[config.mk]
export PLATFORM = sky130hd
export DESIGN_NAME = pass_pipe_flat
export DESIGN_NICKNAME = d
export VERILOG_FILES = /design/src/rtl/pass_pipe_pkg.sv /design/src/rtl/pass_pipe_if.sv /design/src/rtl/pass_stage.sv /design/src/rtl/pass_pipe.sv /design/src/flat_wrapper.sv
export SDC_FILE = /design/constraint.sdc
export NUM_CORES = 1
export LEC_CHECK = 0
export BUFFER_PORTS_ARGS = -buffer_cell sky130_fd_sc_hd__buf_2
export CAP_MARGIN = 25
export CELL_PAD_IN_SITES_DETAIL_PLACEMENT = 1
export CELL_PAD_IN_SITES_GLOBAL_PLACEMENT = 2
export CORE_MARGIN = 5
export CORE_UTILIZATION = 35
export CTS_CLUSTER_DIAMETER = 60
export DETAILED_ROUTE_END_ITERATION = 10
export GPL_TIMING_DRIVEN = 0
export PLACE_DENSITY = 0.95
export RECOVER_POWER = 100
export SLEW_MARGIN = 10
export SYNTH_ARGS = -nofsm -noshare
export SYNTH_HDL_FRONTEND = slang
export SYNTH_SLANG_ARGS = --single-unit
[constraint.sdc]
create_clock -name clk -period 3.75 [get_ports clk]
set_clock_uncertainty 0.15 [all_clocks]
set_input_delay 1.125 -clock clk [delete_from_list [all_inputs] [get_ports clk]]
set_output_delay 1.125 -clock clk [all_outputs]
set_load 0.05 [all_outputs]
[src/rtl/pass_pipe_pkg.sv]
// pass_pipe_pkg: shared constants, types and helpers for the pass_pipe block.
//   DEF_WIDTH / DEF_STAGES / DEF_CHANNELS : default parameter values
//   PARITY_MAX_W : widest word the parity helper accepts (callers zero-extend)
//   stage_meta_t : per-stage record flags (valid + carried parity bit); the
//                  data word itself is sized per instance by WIDTH
//   parity_of()  : even parity (XOR reduction) of a zero-extended word
package pass_pipe_pkg;

  localparam int DEF_WIDTH    = 32;
  localparam int DEF_STAGES   = 2;
  localparam int DEF_CHANNELS = 2;

  // Zero-extension does not change an XOR reduction, so one fixed-width
  // helper serves every WIDTH up to this bound.
  localparam int PARITY_MAX_W = 1024;

  typedef struct packed {
    logic valid;
    logic parity;
  } stage_meta_t;

  function automatic logic parity_of(input logic [PARITY_MAX_W-1:0] d);
    return ^d;
  endfunction

endpackage

[src/rtl/pass_pipe_if.sv]
// pass_pipe_if: multi-channel valid/ready bus around pass_pipe.
//   in_valid/in_ready/in_data    : producer side, one lane per channel
//   out_valid/out_ready/out_data : consumer side, one lane per channel
//   err                          : sticky per-channel parity error
// Data packing: channel c occupies bits [c*WIDTH +: WIDTH].
//
// Handshake: a word moves across a port on a rising clk edge where that
// channel's valid and ready are both 1. A source holding valid=1 keeps its
// data stable until the transfer; ready may depend combinationally on the
// downstream ready, valid never depends on ready.
//
// Modports: slave = the pipe itself, master = the producer/consumer pair
// that drives and drains it.
interface pass_pipe_if
  import pass_pipe_pkg::*;
#(
  parameter int WIDTH    = DEF_WIDTH,
  parameter int CHANNELS = DEF_CHANNELS
) ();

  logic [CHANNELS-1:0]       in_valid;
  logic [CHANNELS-1:0]       in_ready;
  logic [CHANNELS*WIDTH-1:0] in_data;
  logic [CHANNELS-1:0]       out_valid;
  logic [CHANNELS-1:0]       out_ready;
  logic [CHANNELS*WIDTH-1:0] out_data;
  logic [CHANNELS-1:0]       err;

  modport slave (
    input  in_valid, in_data, out_ready,
    output in_ready, out_valid, out_data, err
  );

  modport master (
    output in_valid, in_data, out_ready,
    input  in_ready, out_valid, out_data, err
  );

endinterface

[src/rtl/pass_stage.sv]
// pass_stage: one register slot of a single channel with valid/ready.
//   clk, rst           : clock, synchronous active-high reset
//   up_valid/up_ready  : upstream handshake, up_data is the word offered
//   dn_valid/dn_ready  : downstream handshake, dn_data is the word held
// The slot accepts when empty or when its word leaves in the same cycle,
// so a chain of these runs at one word per clock with no bubbles. The
// ready path is combinational; valid and data are registered.
module pass_stage #(
  parameter int DW = 32
) (
  input  logic          clk,
  input  logic          rst,
  input  logic          up_valid,
  output logic          up_ready,
  input  logic [DW-1:0] up_data,
  output logic          dn_valid,
  input  logic          dn_ready,
  output logic [DW-1:0] dn_data
);

  logic          vld;
  logic [DW-1:0] dat;

  assign up_ready = !vld || dn_ready;
  assign dn_valid = vld;
  assign dn_data  = dat;

  always_ff @(posedge clk) begin
    if (rst) begin
      vld <= 1'b0;
      dat <= '0;
    end else if (up_ready) begin
      vld <= up_valid;
      // Data only moves with a real word; an empty slot keeps old data.
      if (up_valid) dat <= up_data;
    end
  end

endmodule

[src/rtl/pass_pipe.sv]
// pass_pipe: CHANNELS independent lanes, each a chain of STAGES pass_stage
// slots carrying WIDTH-bit words with valid/ready flow control.
//   clk : clock, all logic on the rising edge
//   rst : synchronous active-high reset, flushes every in-flight word
//   bus : pass_pipe_if slave modport (in_*, out_*, err)
// STAGES = 0 gives a plain wire-through per lane.
// Optional feature macro: PASS_PIPE_PARITY_EN. When defined each slot
// carries a parity bit generated at the input; a mismatch seen on an output
// transfer sets that channel's err bit until reset. When undefined, err is 0.
module pass_pipe
  import pass_pipe_pkg::*;
#(
  parameter int WIDTH    = DEF_WIDTH,
  parameter int STAGES   = DEF_STAGES,
  parameter int CHANNELS = DEF_CHANNELS
) (
  input  logic        clk,
  input  logic        rst,
  pass_pipe_if.slave  bus
);

`ifdef PASS_PIPE_PARITY_EN
  localparam int DW = WIDTH + 1;  // parity rides in the MSB of each slot
`else
  localparam int DW = WIDTH;
`endif

  for (genvar c = 0; c < CHANNELS; c++) begin : g_ch
    if (STAGES == 0) begin : g_comb
      assign bus.out_valid[c]               = bus.in_valid[c];
      assign bus.out_data[c*WIDTH +: WIDTH] = bus.in_data[c*WIDTH +: WIDTH];
      assign bus.in_ready[c]                = bus.out_ready[c];
      assign bus.err[c]                     = 1'b0;
    end else begin : g_pipe
      // Index k is the link into slot k; index STAGES is the output port.
      logic [STAGES:0] v;
      logic [STAGES:0] r;
      logic [DW-1:0]   d [STAGES+1];

      assign v[0]            = bus.in_valid[c];
      assign bus.in_ready[c] = r[0];
      assign r[STAGES]       = bus.out_ready[c];
      assign bus.out_valid[c] = v[STAGES];
      assign bus.out_data[c*WIDTH +: WIDTH] = d[STAGES][WIDTH-1:0];

`ifdef PASS_PIPE_PARITY_EN
      assign d[0] = {parity_of(PARITY_MAX_W'(bus.in_data[c*WIDTH +: WIDTH])),
                     bus.in_data[c*WIDTH +: WIDTH]};
`else
      assign d[0] = bus.in_data[c*WIDTH +: WIDTH];
`endif

      for (genvar k = 0; k < STAGES; k++) begin : g_st
        pass_stage #(.DW(DW)) u_stage (
          .clk      (clk),
          .rst      (rst),
          .up_valid (v[k]),
          .up_ready (r[k]),
          .up_data  (d[k]),
          .dn_valid (v[k+1]),
          .dn_ready (r[k+1]),
          .dn_data  (d[k+1])
        );
      end

`ifdef PASS_PIPE_PARITY_EN
      logic err_q;
      always_ff @(posedge clk) begin
        if (rst) begin
          err_q <= 1'b0;
        end else if (v[STAGES] && r[STAGES] &&
                     (parity_of(PARITY_MAX_W'(d[STAGES][WIDTH-1:0])) != d[STAGES][WIDTH])) begin
          err_q <= 1'b1;
        end
      end
      assign bus.err[c] = err_q;
`else
      assign bus.err[c] = 1'b0;
`endif
    end
  end

endmodule

[src/flat_wrapper.sv]
// flat-port wrapper written by rule: the top's interface ports become plain ports
module pass_pipe_flat import pass_pipe_pkg::*;
#(
  parameter int WIDTH    = DEF_WIDTH,
  parameter int STAGES   = DEF_STAGES,
  parameter int CHANNELS = DEF_CHANNELS
)
  (clk, rst, bus_in_valid, bus_in_data, bus_out_ready, bus_in_ready, bus_out_valid, bus_out_data, bus_err);
  pass_pipe_if #(.WIDTH(WIDTH), .CHANNELS(CHANNELS)) bus_i ();
  input  logic clk;
  input  logic rst;
  input wire logic [$bits(bus_i.in_valid)-1:0] bus_in_valid;
  input wire logic [$bits(bus_i.in_data)-1:0] bus_in_data;
  input wire logic [$bits(bus_i.out_ready)-1:0] bus_out_ready;
  output wire logic [$bits(bus_i.in_ready)-1:0] bus_in_ready;
  output wire logic [$bits(bus_i.out_valid)-1:0] bus_out_valid;
  output wire logic [$bits(bus_i.out_data)-1:0] bus_out_data;
  output wire logic [$bits(bus_i.err)-1:0] bus_err;
  assign bus_i.in_valid = bus_in_valid;
  assign bus_i.in_data = bus_in_data;
  assign bus_i.out_ready = bus_out_ready;
  assign bus_in_ready = bus_i.in_ready;
  assign bus_out_valid = bus_i.out_valid;
  assign bus_out_data = bus_i.out_data;
  assign bus_err = bus_i.err;
  pass_pipe #(.WIDTH(WIDTH), .STAGES(STAGES), .CHANNELS(CHANNELS)) u_core (.clk(clk), .rst(rst), .bus(bus_i));
endmodule
==> out/results.ini, run 1 <==
[logic_synthesis]
syn_inst = 660
synth_top_family_by_area = simple AND/OR/NAND/NOR gates
synth-xor-area-share = 0
netlist_area_mm2 = 0.00605
yosysWarnings = 0
ys_ff_latch = 132
synthAdderAreaFrac = 0
synth_mux_area_frac = 0.106
avgSynthCellArea_um2 = 9.17
synthSimpleGateAreaFrac = 0.195
ys_types = 20
yosysSeqAreaShare = 0.436
synth_compound_area_frac = 0.115

[final_layout]
final_area_mm2 = 0.00754
layout_commonest_cell = dfxtp_1
drive_gt1_frac = 0.230
area_delta_synth_final_pct = 24.5
layout_common_cells = dfxtp_1 (132), nand2b_1 (128), clkbuf_1 (106)
antennaDiodeCount = 0
fin_nets = 886

[grt]
grt_use_total = 0.164
antenna_found_initial = 0
use_met1 = 0.197
overflow = 0
use_met2 = 0.287
grt_max_degree = 17
use_met3 = 0.0394
gr-max-usage-layer = met2
grt_pass1_wl_um = 26100
grt_pass1_vias = 5164

[clock_network]
cts_tree = yes
postCtsHoldBufs = 0
cts.sinks = 132
cts_root_buffer = clkbuf_16
clkTransAtPathRegs_ns = 0.05
clockBufferDepth = 2
cts_buffers = 17
cts_resized = 0
htreeDepth = 4
clk_latency_ns = 0.42
post_cts_buffers = 0

[critical_path]
cp_max_fo = 10
critPathLaunchType = primary input
cp.required_ns = 2.47
cp-end-kind = primary output
r2r_slack_ns = 1.24
r2r_start = u_core.g_ch[1].g_pipe.g_st[1].u_stage.dn_valid$_SDFFE_PP0P_
path_class = in -> out
worstRegToRegCells = 5
worstPathArrival_ns = 2.28

[power_and_ir_drop]
p_int_mw = 2.88
seqPwrFrac = 0.398
power_frac_comb = 0.104
pwr-share-clk = 0.498
switchingPower_mw = 0.899
ir_worst_vdd_mv = 0.306
switching_share = 0.238
power_density_mw_per_mm2 = 501
p_leak_nw = 3.06

[timing]
worst_slew_pin_slew_ns = 0.947
fin_crit_sh = 0.947
fin_tns_setup_ns = 0
fin_crit_ns = 3.55
relSlewSlack = 0.363
setup_viol = 0
max_freq_mhz = 281
maxSlewViolCount = 0
rsz0062_at_grt = no
hold_viol = 0

[floorplanning]
die_area_mm2 = 0.0200
die_h_um = 142
start_util = 0.354
io_pins = 140
fp-row-count = 48
die_w_um = 142
fp.coreArea_mm2 = 0.0171

[placement]
gp_congestion = 0.750
io_buffers = 136
dpl_cell_area_mm2 = 0.00702
place_hpwl_um = 11800

[detailed_routing]
ant_nets = 0
via_per_inst = 4.59
drcViolationCount = 0
drt_iter0_drc = 205
totalWireLength_um = 16200
first_pass_iters = 4
vias = 4833
post_drt_wl_per_cell_um = 15.4

[worst_hold_path]
hp-class = reg -> reg
hold_depth = 2

[run_status]
status = finished clean

[job]
maxCapViolations = 0

## synth_stat cells
master,number,area share
buf_12,6,0.020
buf_6,2,0.0037
nor2_1,2,0.0012
nor2b_4,2,0.0045
clkbuf_2,2,0.0017
a21oi_1,68,0.056
o21ai_0,64,0.053
dfxtp_1,132,0.44
nand2_1,2,0.0012
a21boi_4,2,0.0062
buf_4,70,0.087
buf_1,1,0.00062
buf_2,23,0.019
nand3_1,64,0.053
mux2i_1,64,0.11
conb_1,1,0.00062
clkbuf_1,23,0.014
inv_1,2,0.0012
nand2b_1,128,0.13
or2b_1,2,0.0025
## kinds of logic (layout without fill, tap and decap cells)
| family | after synthesis | count (layout) |
|---|---|---|
| multiplexers | 64 | 64 |
| flip-flops | 132 | 132 |
| AO/OA/AOI/OAI | 134 | 134 |
| other | 1 | 2 |
| AND/OR/NAND/NOR | 200 | 200 |
| buffers and inverters | 129 | 297 |
## layout make-up
class | count | area [um^2]
tap | 225 | 282
inverter | 2 | 7.51
sequential | 132 | 2640
buffer | 127 | 818
clock buffer | 21 | 480
fill | 2103 | 9580
multi-input combinational | 400 | 2510
timing repair buffer | 136 | 597
clock inverter | 11 | 195
## state kept, by name, indices dropped and copies added, names as in the netlist
name and count:
u_core.g_ch.g_pipe.g_st.u_stage.dn_data 128, u_core.g_ch.g_pipe.g_st.u_stage.dn_valid 4
## routing by layer
metal | wire length, um | part of all wire
met5 | 0 | 0
met4 | 218 | 0.013
met3 | 698 | 0.043
met2 | 8060 | 0.50
met1 | 7210 | 0.45
## power by group through the flow
stage / clock network [mW] / registers [mW] / logic (mW)
after floorplan: 0 / 1.52 / 0.297
after global placement: 0 / 1.53 / 0.405
after detailed placement: 0 / 1.53 / 0.411
after CTS: 1.92 / 1.50 / 0.414
after global routing: 1.99 / 1.51 / 0.430
final: 1.88 / 1.50 / 0.392
## metrics by stage
step | setup slack [ns] | util | power (mW) | hold slack (ns) | instances
floorplan | 0.741 | - | 1.82 | 0.294 | 661
global placement | 0.315 | 0.410 | 1.93 | 0.305 | 1022
detailed placement | 0.304 | 0.410 | 1.94 | 0.309 | 1022
CTS | 0.306 | 0.450 | 3.84 | 0.317 | 1054
global route | 0.121 | 0.440 | 3.93 | 0.338 | 1054
finish | 0.197 | 0.440 | 3.78 | 0.317 | 1054
## worst max-delay path: stages
cell,delay [ns]
clkbuf_1,0.12
nor2b_4,0.12
buf_6,0.12
clkbuf_1,0.33
nand2_1,0.11
buf_4,0.15
buf_2,0.20
## worst max path at each step
stage | start | to | slack (ns)
6_report | bus_out_ready[1] | bus_in_ready[1] | 0.20
5_1_grt | bus_out_ready[1] | bus_in_ready[1] | 0.12
4_1_cts | bus_out_ready[0] | bus_in_ready[0] | 0.31
3_5_place_dp | bus_out_ready[0] | bus_in_ready[0] | 0.30
3_3_place_gp | bus_out_ready[0] | bus_in_ready[0] | 0.32
2_1_floorplan | bus_out_ready[0] | bus_in_ready[0] | 0.74
No activity file was read; power rests on OpenSTA's default activity.
==> run 2: changes to the inputs <==
Settings changed: CELL_PAD_IN_SITES_DETAIL_PLACEMENT 1 to not set, CELL_PAD_IN_SITES_GLOBAL_PLACEMENT 2 to not set, CORE_UTILIZATION 35 to 45, PLACE_DENSITY 0.95 to 0.79, REMOVE_ABC_BUFFERS set to 1.
Clock period 3.75 ns to 3.5 ns, I/O delays scaled along.
==> out/results.ini, run 2 (synthesis results as in run 1) <==
[run_status]
status = finished, violations left
violations = capacitance limit, slew limit

[timing]
max_freq_mhz = 297
fin_crit_ns = 3.37
rsz0062_at_grt = no
relSlewSlack = -0.392  ; -0.756
setup_viol = 0  ; unchanged
whs_ns = 0.314  ; -0.00297 ns
fin_crit_sh = 0.963
hold_viol = 0  ; unchanged
worst_slew_pin_slew_ns = 2.08  ; +1.14 ns
maxSlewViolCount = 15  ; +15
fin_tns_setup_ns = 0  ; unchanged

[placement]
place_hpwl_um = 8030  ; -32%
gp_congestion = 0.717  ; -4.3%
dpl_cell_area_mm2 = 0.00623  ; -11%
io_buffers = 137  ; +0.74%
place_inst = 852  ; -17%

[job]
maxCapViolations = 1  ; +1

[grt]
antenna_found_initial = 0  ; unchanged
overflow = 0  ; unchanged
grt_pass1_vias = 4140  ; -20%
grt_pass1_wl_um = 20700  ; -21%
grt_max_degree = 107  ; +90
grt_use_total = 0.159  ; -0.00440

[floorplanning]
fp.coreArea_mm2 = 0.0132  ; -23%
fp-row-count = 42  ; -13%
start_util = 0.457  ; +0.103
die_w_um = 126  ; -11%
die_h_um = 126  ; -11%
io_pins = 140  ; unchanged
die_area_mm2 = 0.0159  ; -21%

[final_layout]
largest_register_ffs = 128  ; unchanged
antennaDiodeCount = 0  ; unchanged
drive_gt1_frac = 0.157  ; -0.0736
fin_nets = 765  ; -14%
area_delta_synth_final_pct = 10.8
fin_cells = 884  ; -16%
layout_commonest_cell = dfxtp_1
layout_common_cells = dfxtp_1 (131), nand2b_1 (128), a21oi_1 (68)
final_area_mm2 = 0.00671  ; -11%

[detailed_routing]
totalWireLength_um = 12900  ; -20%
vias = 4430  ; -8.3%
via_per_inst = 5.01  ; +9.3%
drt_iter0_drc = 299  ; +46%
wl_met1_um = 5720  ; -21%
ant_nets = 0  ; unchanged
drcViolationCount = 0  ; unchanged
post_drt_wl_per_cell_um = 14.6  ; -5.0%
top_layer_used = met4
wl_met3_um = 1220  ; +75%
first_pass_iters = 4  ; unchanged
dr_wl_met2_um = 5770  ; -28%

[power_and_ir_drop]
p_total_mw = 3.78  ; +0.20%
ir_worst_vdd_mv = 0.391  ; +28%
power_density_mw_per_mm2 = 564  ; +13%
p_leak_nw = 2.59  ; -16%

[critical_path]
worstRegToRegCells = 3  ; -2
cpMaxStageDelayCell = nor2b_4
cp-end-kind = primary output
critPathLaunchType = primary input
cp_max_fo = 35  ; +25
r2r_start = u_core.g_ch[0].g_pipe.g_st[0].u_stage.dn_valid$_SDFFE_PP0P_
r2r_slack_ns = 0.43  ; -0.81 ns
worstPathArrival_ns = 2.17  ; -0.11 ns
path_class = in -> out
cpPeakStageDelay_ns = 0.59  ; +0.26 ns
crit_path_end = bus_in_ready[0]
critPathLaunch = bus_out_ready[0]
cp.required_ns = 2.30  ; -0.17 ns
crit_chain = buf_2 > nor2b_4 > nand2_1 > clkbuf_2

[clock_network]
clk_latency_ns = 0.41  ; about the same
cts_root_buffer = clkbuf_16
cts_resized = 0  ; unchanged
htreeDepth = 4  ; unchanged
postCtsHoldBufs = 0  ; unchanged
cts.sinks = 132  ; unchanged
clkTransAtPathRegs_ns = 0.06  ; about the same
post_cts_buffers = 0  ; unchanged
cts_buffers = 17  ; unchanged
cts_tree = yes
clockBufferDepth = 2  ; unchanged

[worst_hold_path]
hp-class = reg -> reg

run 2: through the flow:
step,setup WS (ns),util
after global placement,-0.167,0.459
final,0.130,0.507
after CTS,0.132,0.516
after detailed placement,0.133,0.470
after floorplan,0.469,-
after global routing,0.0288,0.507
run 2: cell type report:
class,count,area (um^2)
inverter,2,7.51
multi-input combinational,400,2510
clock buffer,19,453
clock inverter,13,158
sequential,132,2640
timing repair buffer,142,723
fill,1278,6530
tap,176,220
run 2: critical path, delay by kind of cell:
family / cells / cell delay, ns
and+or+nand+nor: 2 / 0.70
buffers and inverters: 2 / 0.41
run 2: per-layer routing:
metal | track usage | vias to the layer above
li1 | - | 2216
met1 | 0.207 | 2047
met2 | 0.232 | 152
met3 | 0.0711 | 15
met4 | 0.0612 | 0
met5 | 0 | -
run 2: how the worst min path moves through the flow:
stage	slack, ns	startpoint	cells past startpoint	endpoint
2_1_floorplan	0.29	flip-flop	2	flip-flop
3_3_place_gp	0.30	flip-flop	2	flip-flop
3_5_place_dp	0.31	flip-flop	2	flip-flop
4_1_cts	0.32	flip-flop	2	flip-flop
5_1_grt	0.33	flip-flop	2	flip-flop
6_report	0.31	flip-flop	2	flip-flop
run 2: power breakdown:
part / internal (mW) / switching (mW)
Clock: 1.15 / 0.656
Sequential: 1.57 / 0.0481
Combinational: 0.134 / 0.218
